==> src/rtl/aes_key_expand_if.sv <==
// Key-schedule bus: cipher-key load request and round-key stream with valid/ready.
interface aes_key_expand_if;
  localparam int unsigned KEY_W = 128;
  localparam int unsigned IDX_W = 4;

  logic [KEY_W-1:0] key_in;
  logic             key_load;
  logic [KEY_W-1:0] rk_out;
  logic [IDX_W-1:0] rk_idx;
  logic             rk_valid;
  logic             rk_ready;
  logic             busy;
  logic             done;

  modport master (
    output key_in, key_load, rk_ready,
    input  rk_out, rk_idx, rk_valid, busy, done
  );

  modport slave (
    input  key_in, key_load, rk_ready,
    output rk_out, rk_idx, rk_valid, busy, done
  );
endinterface

==> src/rtl/aes_key_expand.sv <==
// Iterative AES-128 key schedule: loads a cipher key and streams round keys 0..NR,
// one per accepted handshake, through a single shared SubWord/RotWord/Rcon step.
module aes_key_expand #(
  parameter int unsigned NR = 10
) (
  input  logic             clk,
  input  logic             rst,
  aes_key_expand_if.slave  bus
);
  localparam int unsigned KEY_W  = 128;
  localparam int unsigned WORD_W = 32;
  localparam int unsigned IDX_W  = 4;

  // Forward AES S-box, entry 0 in the most significant byte.
  localparam logic [0:255][7:0] SBOX = {
    128'h637c777bf26b6fc53001672bfed7ab76,
    128'hca82c97dfa5947f0add4a2af9ca472c0,
    128'hb7fd9326363ff7cc34a5e5f171d83115,
    128'h04c723c31896059a071280e2eb27b275,
    128'h09832c1a1b6e5aa0523bd6b329e32f84,
    128'h53d100ed20fcb15b6acbbe394a4c58cf,
    128'hd0efaafb434d338545f9027f503c9fa8,
    128'h51a3408f929d38f5bcb6da2110fff3d2,
    128'hcd0c13ec5f974417c4a77e3d645d1973,
    128'h60814fdc222a908846eeb814de5e0bdb,
    128'he0323a0a4906245cc2d3ac629195e479,
    128'he7c8376d8dd54ea96c56f4ea657aae08,
    128'hba78252e1ca6b4c6e8dd741f4bbd8b8a,
    128'h703eb5664803f60e613557b986c11d9e,
    128'he1f8981169d98e949b1e87e9ce5528df,
    128'h8ca1890dbfe6426841992d0fb054bb16
  };

  typedef enum logic {IDLE, EMIT} state_t;

  state_t              state, state_next;
  logic [KEY_W-1:0]    rk_q, rk_d;
  logic [IDX_W-1:0]    idx_q, idx_d;
  logic                valid_q, valid_d;
  logic                busy_q, busy_d;
  logic                done_q, done_d;

  logic [IDX_W-1:0]    idx_inc;
  logic                handshake;
  logic                last_key;
  logic [WORD_W-1:0]   rot_w3, t_word;
  logic [WORD_W-1:0]   n0, n1, n2, n3;
  logic [KEY_W-1:0]    next_key;

  function automatic logic [7:0] rcon(input logic [IDX_W-1:0] i);
    case (i)
      4'd1:    rcon = 8'h01;
      4'd2:    rcon = 8'h02;
      4'd3:    rcon = 8'h04;
      4'd4:    rcon = 8'h08;
      4'd5:    rcon = 8'h10;
      4'd6:    rcon = 8'h20;
      4'd7:    rcon = 8'h40;
      4'd8:    rcon = 8'h80;
      4'd9:    rcon = 8'h1b;
      4'd10:   rcon = 8'h36;
      default: rcon = 8'h00;
    endcase
  endfunction

  function automatic logic [WORD_W-1:0] sub_word(input logic [WORD_W-1:0] w);
    sub_word = {SBOX[w[31:24]], SBOX[w[23:16]], SBOX[w[15:8]], SBOX[w[7:0]]};
  endfunction

  assign idx_inc   = idx_q + IDX_W'(1);
  assign handshake = valid_q & bus.rk_ready;
  assign last_key  = (idx_q == IDX_W'(NR));

  // One round of the schedule: S-box on the rotated last word, then a 4-deep XOR chain.
  assign rot_w3   = {rk_q[23:0], rk_q[31:24]};
  assign t_word   = sub_word(rot_w3) ^ {rcon(idx_inc), 24'h000000};
  assign n0       = rk_q[127:96] ^ t_word;
  assign n1       = rk_q[95:64]  ^ n0;
  assign n2       = rk_q[63:32]  ^ n1;
  assign n3       = rk_q[31:0]   ^ n2;
  assign next_key = {n0, n1, n2, n3};

  always_ff @(posedge clk or posedge rst) begin
    if (rst) begin
      state   <= IDLE;
      rk_q    <= '0;
      idx_q   <= '0;
      valid_q <= 1'b0;
      busy_q  <= 1'b0;
      done_q  <= 1'b0;
    end else begin
      state   <= state_next;
      rk_q    <= rk_d;
      idx_q   <= idx_d;
      valid_q <= valid_d;
      busy_q  <= busy_d;
      done_q  <= done_d;
    end
  end

  always_comb begin
    state_next = state;
    case (state)
      IDLE:    if (bus.key_load) state_next = EMIT;
      EMIT:    if (handshake && last_key) state_next = IDLE;
      default: state_next = IDLE;
    endcase
  end

  // Next values of the registered outputs; key_load is only honoured in IDLE.
  always_comb begin
    rk_d    = rk_q;
    idx_d   = idx_q;
    valid_d = valid_q;
    busy_d  = busy_q;
    done_d  = 1'b0;
    case (state)
      IDLE: begin
        if (bus.key_load) begin
          rk_d    = bus.key_in;
          idx_d   = '0;
          valid_d = 1'b1;
          busy_d  = 1'b1;
        end
      end
      EMIT: begin
        if (handshake) begin
          if (last_key) begin
            valid_d = 1'b0;
            busy_d  = 1'b0;
            done_d  = 1'b1;
          end else begin
            rk_d  = next_key;
            idx_d = idx_inc;
          end
        end
      end
      default: ;
    endcase
  end

  assign bus.rk_out   = rk_q;
  assign bus.rk_idx   = idx_q;
  assign bus.rk_valid = valid_q;
  assign bus.busy     = busy_q;
  assign bus.done     = done_q;
endmodule

==> src/flat_wrapper.sv <==
// flat-port wrapper written by rule: the top's interface ports become plain ports
module aes_key_expand_flat 
#(
  parameter int unsigned NR = 10
)
  (clk, rst, bus_key_in, bus_key_load, bus_rk_ready, bus_rk_out, bus_rk_idx, bus_rk_valid, bus_busy, bus_done);
  aes_key_expand_if bus_i ();
  input  logic clk;
  input  logic rst;
  input wire logic [$bits(bus_i.key_in)-1:0] bus_key_in;
  input wire logic [$bits(bus_i.key_load)-1:0] bus_key_load;
  input wire logic [$bits(bus_i.rk_ready)-1:0] bus_rk_ready;
  output wire logic [$bits(bus_i.rk_out)-1:0] bus_rk_out;
  output wire logic [$bits(bus_i.rk_idx)-1:0] bus_rk_idx;
  output wire logic [$bits(bus_i.rk_valid)-1:0] bus_rk_valid;
  output wire logic [$bits(bus_i.busy)-1:0] bus_busy;
  output wire logic [$bits(bus_i.done)-1:0] bus_done;
  assign bus_i.key_in = bus_key_in;
  assign bus_i.key_load = bus_key_load;
  assign bus_i.rk_ready = bus_rk_ready;
  assign bus_rk_out = bus_i.rk_out;
  assign bus_rk_idx = bus_i.rk_idx;
  assign bus_rk_valid = bus_i.rk_valid;
  assign bus_busy = bus_i.busy;
  assign bus_done = bus_i.done;
  aes_key_expand #(.NR(NR)) u_core (.clk(clk), .rst(rst), .bus(bus_i));
endmodule
==> config.mk <==
export PLATFORM = sky130hd
export DESIGN_NAME = aes_key_expand_flat
export DESIGN_NICKNAME = d
export VERILOG_FILES = /design/src/rtl/aes_key_expand_if.sv /design/src/rtl/aes_key_expand.sv /design/src/flat_wrapper.sv
export SDC_FILE = /design/constraint.sdc
export NUM_CORES = 1
export LEC_CHECK = 0
export ABC_AREA = 1
export CAP_MARGIN = 20
export CORE_ASPECT_RATIO = 1.1
export CORE_MARGIN = 4
export CORE_UTILIZATION = 40
export CTS_CLUSTER_DIAMETER = 150
export CTS_CLUSTER_SIZE = 12
export DETAILED_ROUTE_END_ITERATION = 7
export GPL_TIMING_DRIVEN = 0
export HOLD_SLACK_MARGIN = 0.05
export MAX_ROUTING_LAYER = met4
export REMOVE_ABC_BUFFERS = 1
export SLEW_MARGIN = 30
export SYNTH_ARGS = -nofsm -noshare
export SYNTH_HDL_FRONTEND = slang
export SYNTH_SLANG_ARGS = --single-unit
==> constraint.sdc <==
create_clock -name clk -period 5.43 [get_ports clk]
set_clock_uncertainty 0.2 [all_clocks]
set_input_delay 0.543 -clock clk [delete_from_list [all_inputs] [get_ports clk]]
set_output_delay 0.543 -clock clk [all_outputs]
set_load 0.02 [all_outputs]
# Yosys cells after proc, flatten, opt, wreduce, memory -nomap -nowiden
# Memory sizes are Yosys's and may differ from the RTL's.
# Cells that the tools add are included.
[totals]
regBits = 135
latch_bits = 0
ramBits = 0
mem_bits_ro = 8320
inputBits = 132
wordCells = 60
mem_count = 5
[mem_list]
columns = ["name", "words", "word_bits", "read_ports", "rd_ports_with_merged_regs", "write_ports", "line", "text"]
rows = [
  ["(name not given)", 256, 8, 1, 0, 0, "aes_key_expand.sv:67", "sub_word = {SBOX[w[31:24]], SBOX[w[23:16]], SBOX[w[15:8]], SBOX[w[7:0]]};"],
  ["(name not given)", 256, 8, 1, 0, 0, "aes_key_expand.sv:67", ""],
  ["(name not given)", 256, 8, 1, 0, 0, "aes_key_expand.sv:67", ""],
  ["(name not given)", 256, 8, 1, 0, 0, "aes_key_expand.sv:67", ""],
  ["(name not given)", 16, 8, 1, 0, 0, "aes_key_expand.sv:51", "case (i)"],
]
[classes]
addsub = 1
n_mul = 0
div_mod_pow = 0
magnitude_cmp = 4
eq_ne = 5
n_shift = 0
muxes = 26
n_bitwise = 11
n_reduce_logical = 3
[op_table]
columns = ["operator", "count"]
rows = [
  ["$mux 128", 3],
  ["$pmux 128 s2", 1],
  ["$xor 32x32->32", 5],
  ["$mux 8", 8],
  ["$ge 9x9->1 const B", 4],
  ["$not 8->9", 4],
  ["$mux 4", 3],
  ["$mux 1", 8],
  ["$ne 2x2->1 const B", 4],
  ["$pmux 4 s2", 1],
  ["$reduce_and 3->1", 2],
  ["$add 4x1->4 const B", 1],
  ["$eq 4x4->1 const B", 1],
  ["$pmux 1 s2", 2],
  ["$and 1x1->1", 1],
  ["$logic_and 1x1->1", 1],
  ["$not 1->1", 1],
]

# Depth between registers and ports, before layout
# Gate-level depths: netlist of the first run.
[logic_depth]
ltp_word = 12
ltp_mapped = 25
ltp_nobuf = 22

# Least setup slack after synthesis of the first run
# No wires, ideal clock.
[synth_timing]
path_type = "register to register"
startpoint = "reg u_core.rk_q[16], in the netlist u_core.bus.rk_out[16]"
endpoint = "reg u_core.rk_q[25], in the netlist u_core.bus.rk_out[25]"
setup_ns = 0.118
arrival_time_ns = 2.806
t_required_ns = 5.112
path_slack_ns = 2.306
stages_incl_launch_ff = 23
period_less_slack_ns = 3.124
cell_sequence = "dfrtp_1 buf_4 clkinv_1 ha_1 nor2_1 nor2_1 nand2_1 nand2_1 nand2_1 nand2_1 nand2_1 nand2_1 nand2_1 nand3_1 nand3_1 nand2_1 nand2_1 nand2_1 nand2_1 nand3_1 nand3_1 nand2_1 nand2_1"
[synth_between]
elab_chain_len = 12
[synth_lines]
columns = ["element", "line", "text"]
rows = [
  ["start: declaration", "aes_key_expand.sv:37", "logic [KEY_W-1:0] rk_q, rk_d;"],
  ["start signal: assignment", "aes_key_expand.sv:93", "rk_q <= rk_d;"],
  ["$not 8->9 (not written as such)", "aes_key_expand.sv:67", ""],
  ["$mem_v2 256x8", "-", ""],
  ["$mux 8 (not written as such) (2 in a row)", "aes_key_expand.sv:67", ""],
  ["$xor 32x32->32", "aes_key_expand.sv:76", "assign t_word = sub_word(rot_w3) ^ {rcon(idx_inc), 24'h000000};"],
  ["$xor 32x32->32", "aes_key_expand.sv:77", "assign n0 = rk_q[127:96] ^ t_word;"],
  ["$xor 32x32->32", "aes_key_expand.sv:78", "assign n1 = rk_q[95:64] ^ n0;"],
  ["$xor 32x32->32", "aes_key_expand.sv:79", "assign n2 = rk_q[63:32] ^ n1;"],
  ["$xor 32x32->32", "aes_key_expand.sv:80", "assign n3 = rk_q[31:0] ^ n2;"],
  ["$mux 128", "aes_key_expand.sv:128", "if (last_key) begin"],
  ["$mux 128", "aes_key_expand.sv:127", "if (handshake) begin"],
  ["$pmux 128 s2", "aes_key_expand.sv:117", "case (state)"],
]
# No other way between the ends. The select of a mux whose other input is x is not followed.
# A chain may end at the register's enable or synchronous reset.

# Final worst setup path of the first run
[layout_timing]
startpoint = "reg u_core.rk_q[24], in the netlist u_core.bus.rk_out[24]"
endpoint = "reg u_core.rk_q[2], in the netlist u_core.bus.rk_out[2]"
# The elaborated chain is that of the path after synthesis.

==> results.md, run 1 <==
* Status: finished with violations
* Failing checks: DRC
* Fin. max-slew vios at 0
* Vias in the first global route at 24,900
* Share of post-route cells with drive strength above 1 at 3.22%
* RSZ-0062 raised after global routing: no
* Drt pass-1 iters at 8
* Initial antenna violation count at 7
* Max-slew headroom at 28.1%
* Input/output buffers at 266
* Worst-margin pin slew at 1.08 ns
* Post-synthesis sequential area ratio at 16.8%
* Final Cycle Share at 90.9%
* Largest net degree at the start of global routing at 104
* Starting DRT DRC Count at 4,586
* Worst Path Arrival at 5.12 ns
* Post-CTS sizing at 0
* Post-synth EDFFs at 0
* Boundary Pins at 267
* Std-Cell Rows at 85
* Reg2reg path depth at 18
* Routed Antenna Nets at 0
* Clk buf depth at 2
* First-pass GRT wire length at 156 mm
* Worst R2R End: u_core.bus.rk_out[2]
* GPL Wtd Cong at 1.07
* Worst Path Required at 5.61 ns
* Crit start category: register
* Final instance area at 0.0236 sq mm
* Dpl hpwl at 74.6 mm
* Clk_lat worst skew at 0.49 ns
* Top FF cell, synth: dfrtp_1
* Drt wl/cell at 23.0 microns
* Initial Util at 40.8%
* Final Hold Viols at 0
* Setup crit end kind: register
* # nets final at 4,035
* Die height at 243 microns
* Synth async-reset ratio at 100%
* Synthesized area at 0.0201 sq mm
* Reg clk slew, reported paths at 0.07 ns
* Worst min path class: in2async
* Critical path type: reg2reg
* Yosys reg bits at 135
* # hold bufs at CTS at 0
* Minimum clock period at 4.94 ns
* Flop-to-flop setup slack at 0.49 ns
* Reg2reg start: u_core.bus.rk_out[24]
* Drt total wl at 104 mm
* Clock tree from TritonCTS: built
* Residual DRC at 5
* Max-cap violations at 0
* Vias at 27,800
* Vias per cell at 6.15
* Final setup violating endpoints at 0
* Syn. warnings at 0
* GRT overflow at 0
* Netlist cell types at 32
* Fmax at 203 MHz
* Die footprint at 0.0540 sq mm
* Die X at 222 microns
* GRT Total Usage at 37.4%
* H-tree Lvls at 4
* Placed Area at 0.0230 sq mm
* TritonCTS buffer count at 17
* Synthesis-to-layout area growth at 17.2%
* Syn Inst Count at 3,778
* CP max FO at 13
* Post-CTS setup buffer count at 0
* Core ar. at 0.0493 sq mm
* Synth Area per Inst at 5.33 sq um
* Clk sink count at 135
* CTS root buf: clkbuf_16
final cells by class:
| class | count | area, sq um |
|---|---|---|
| Timing Repair Buffer | 285 | 3120 |
| Tap cell | 652 | 816 |
| Inverter | 246 | 971 |
| Sequential cell | 135 | 3420 |
| Clock inverter | 11 | 149 |
| Fill cell | 5540 | 25700 |
| Antenna cell | 7 | 17.5 |
| Clock buffer | 21 | 460 |
| Multi-Input combinational cell | 3154 | 14700 |
registers in the layout, indices dropped and copies added, names as in the netlist:
register             flops
u_core.bus.done          1
u_core.bus.rk_idx        4
u_core.bus.rk_out      128
u_core.bus.rk_valid      1
u_core.state             1
cell families after synthesis:
| logic type | count (synthesis) | share of synthesized area, % |
|---|---|---|
| compound gates | 425 | 11.5 |
| flops | 135 | 16.8 |
| xor+xnor | 3 | 0.130 |
| fa+ha+maj | 64 | 4.01 |
| buf+inv | 489 | 10.5 |
| simple gates | 2662 | 57.1 |
through the flow:
step	cells	setup TNS (ns)	utilization [%]	hold WS (ns)	worst slack, ns
floorplan	3535	-291.72	-	0.426	-2.95
global placement	4453	-1491.09	45.5	0.323	-11.68
detailed placement	4472	0	46.6	0.329	0.825
CTS	4504	0	47.8	0.348	0.786
global route	4511	0	47.9	0.366	0.266
finish	4511	0	47.9	0.327	0.492
layer usage:
metal | track usage [%] | routed length (microns) | vias to the layer above
met3 | 9.43 | 12200 | 370
li1 | - | - | 12800
met4 | 17.3 | 5330 | 0
met1 | 50.9 | 43300 | 12700
met5 | - | 0 | -
met2 | 52.1 | 43000 | 1841
cells in the mapped netlist (3+ instances only):
cell type	instances	share of area [%]
a31oi_1	5	0.16
clkinv_1	5	0.093
buf_6	11	0.61
o22ai_1	97	3.0
a21oi_2	3	0.13
inv_1	226	4.2
o211ai_1	20	0.75
xor2_1	3	0.13
buf_1	28	0.52
nand3_1	1072	27
buf_2	83	2.1
nand3b_1	5	0.19
nor2_2	5	0.16
o21ai_0	158	3.9
o21ai_1	11	0.27
nand2_1	1257	23
or2_2	3	0.093
ha_1	63	3.9
a21oi_1	131	3.3
dfrtp_1	135	17
nand2_2	17	0.53
nand4_1	24	0.75
clkbuf_1	98	1.8
buf_4	23	0.86
nor2_1	273	5.1
inv_2	13	0.24
cell usage in the layout, fill, tap and decap left out, types with 17 or more instances in the layout:
master / netlist / routed
nand3_1: 1072 / 1072
ha_1: 63 / 63
o211ai_1: 20 / 20
clkbuf_16: 0 / 17
clkdlybuf4s50_1: 0 / 266
inv_1: 226 / 218
a21oi_1: 131 / 131
nand2_1: 1257 / 1257
o22ai_1: 97 / 97
nand2_2: 17 / 17
nor2_1: 273 / 272
o21ai_0: 158 / 158
nand4_1: 24 / 24
dfrtp_1: 135 / 116
critical path, cell delays in order (launching register included):
cell and delay, ns:
dfrtp_1 0.86, inv_1 0.55, ha_1 0.56, nand2_1 0.42
nand2_1 0.15, o21ai_0 0.56, nand3_1 0.14, nand3_1 0.10
nand3_1 0.13, nand3_1 0.17, nand2_1 0.08, nand2_1 0.21
nand2_1 0.22, nand2_1 0.13, nand2_1 0.07, nand2_1 0.06
nand3_1 0.07, nand2_1 0.08, nand2_1 0.04
how the worst max path moves through the flow:
stage	startpoint	slack (ns)	cells after the start	to
2_1_floorplan	u_core.state	-2.95	5	u_core.bus.rk_out[100]
3_3_place_gp	u_core.state	-11.68	5	u_core.bus.rk_out[66]
3_5_place_dp	u_core.bus.rk_out[24]	0.83	18	u_core.bus.rk_out[2]
4_1_cts	u_core.bus.rk_out[24]	0.79	18	u_core.bus.rk_out[2]
5_1_grt	u_core.bus.rk_out[24]	0.27	18	u_core.bus.rk_out[2]
6_report	u_core.bus.rk_out[24]	0.49	18	u_core.bus.rk_out[2]
Power of run 1 is left out: the tool's default activity adds up to more than one toggle a clock period on the data nets, which glitch-free logic cannot reach.
==> run 2, diff against run 1 <==
--- a/config.mk
+++ b/config.mk
@@ -11,7 +11,7 @@
 export CORE_MARGIN = 4
 export CORE_UTILIZATION = 40
 export CTS_CLUSTER_DIAMETER = 150
-export CTS_CLUSTER_SIZE = 12
+export CTS_CLUSTER_SIZE = 14
 export DETAILED_ROUTE_END_ITERATION = 7
 export GPL_TIMING_DRIVEN = 0
 export HOLD_SLACK_MARGIN = 0.05
==> results of run 2 <==
No change in the layout: final DEF, timing and power equal those of run 1.
Power of run 2 is left out for the same reason.
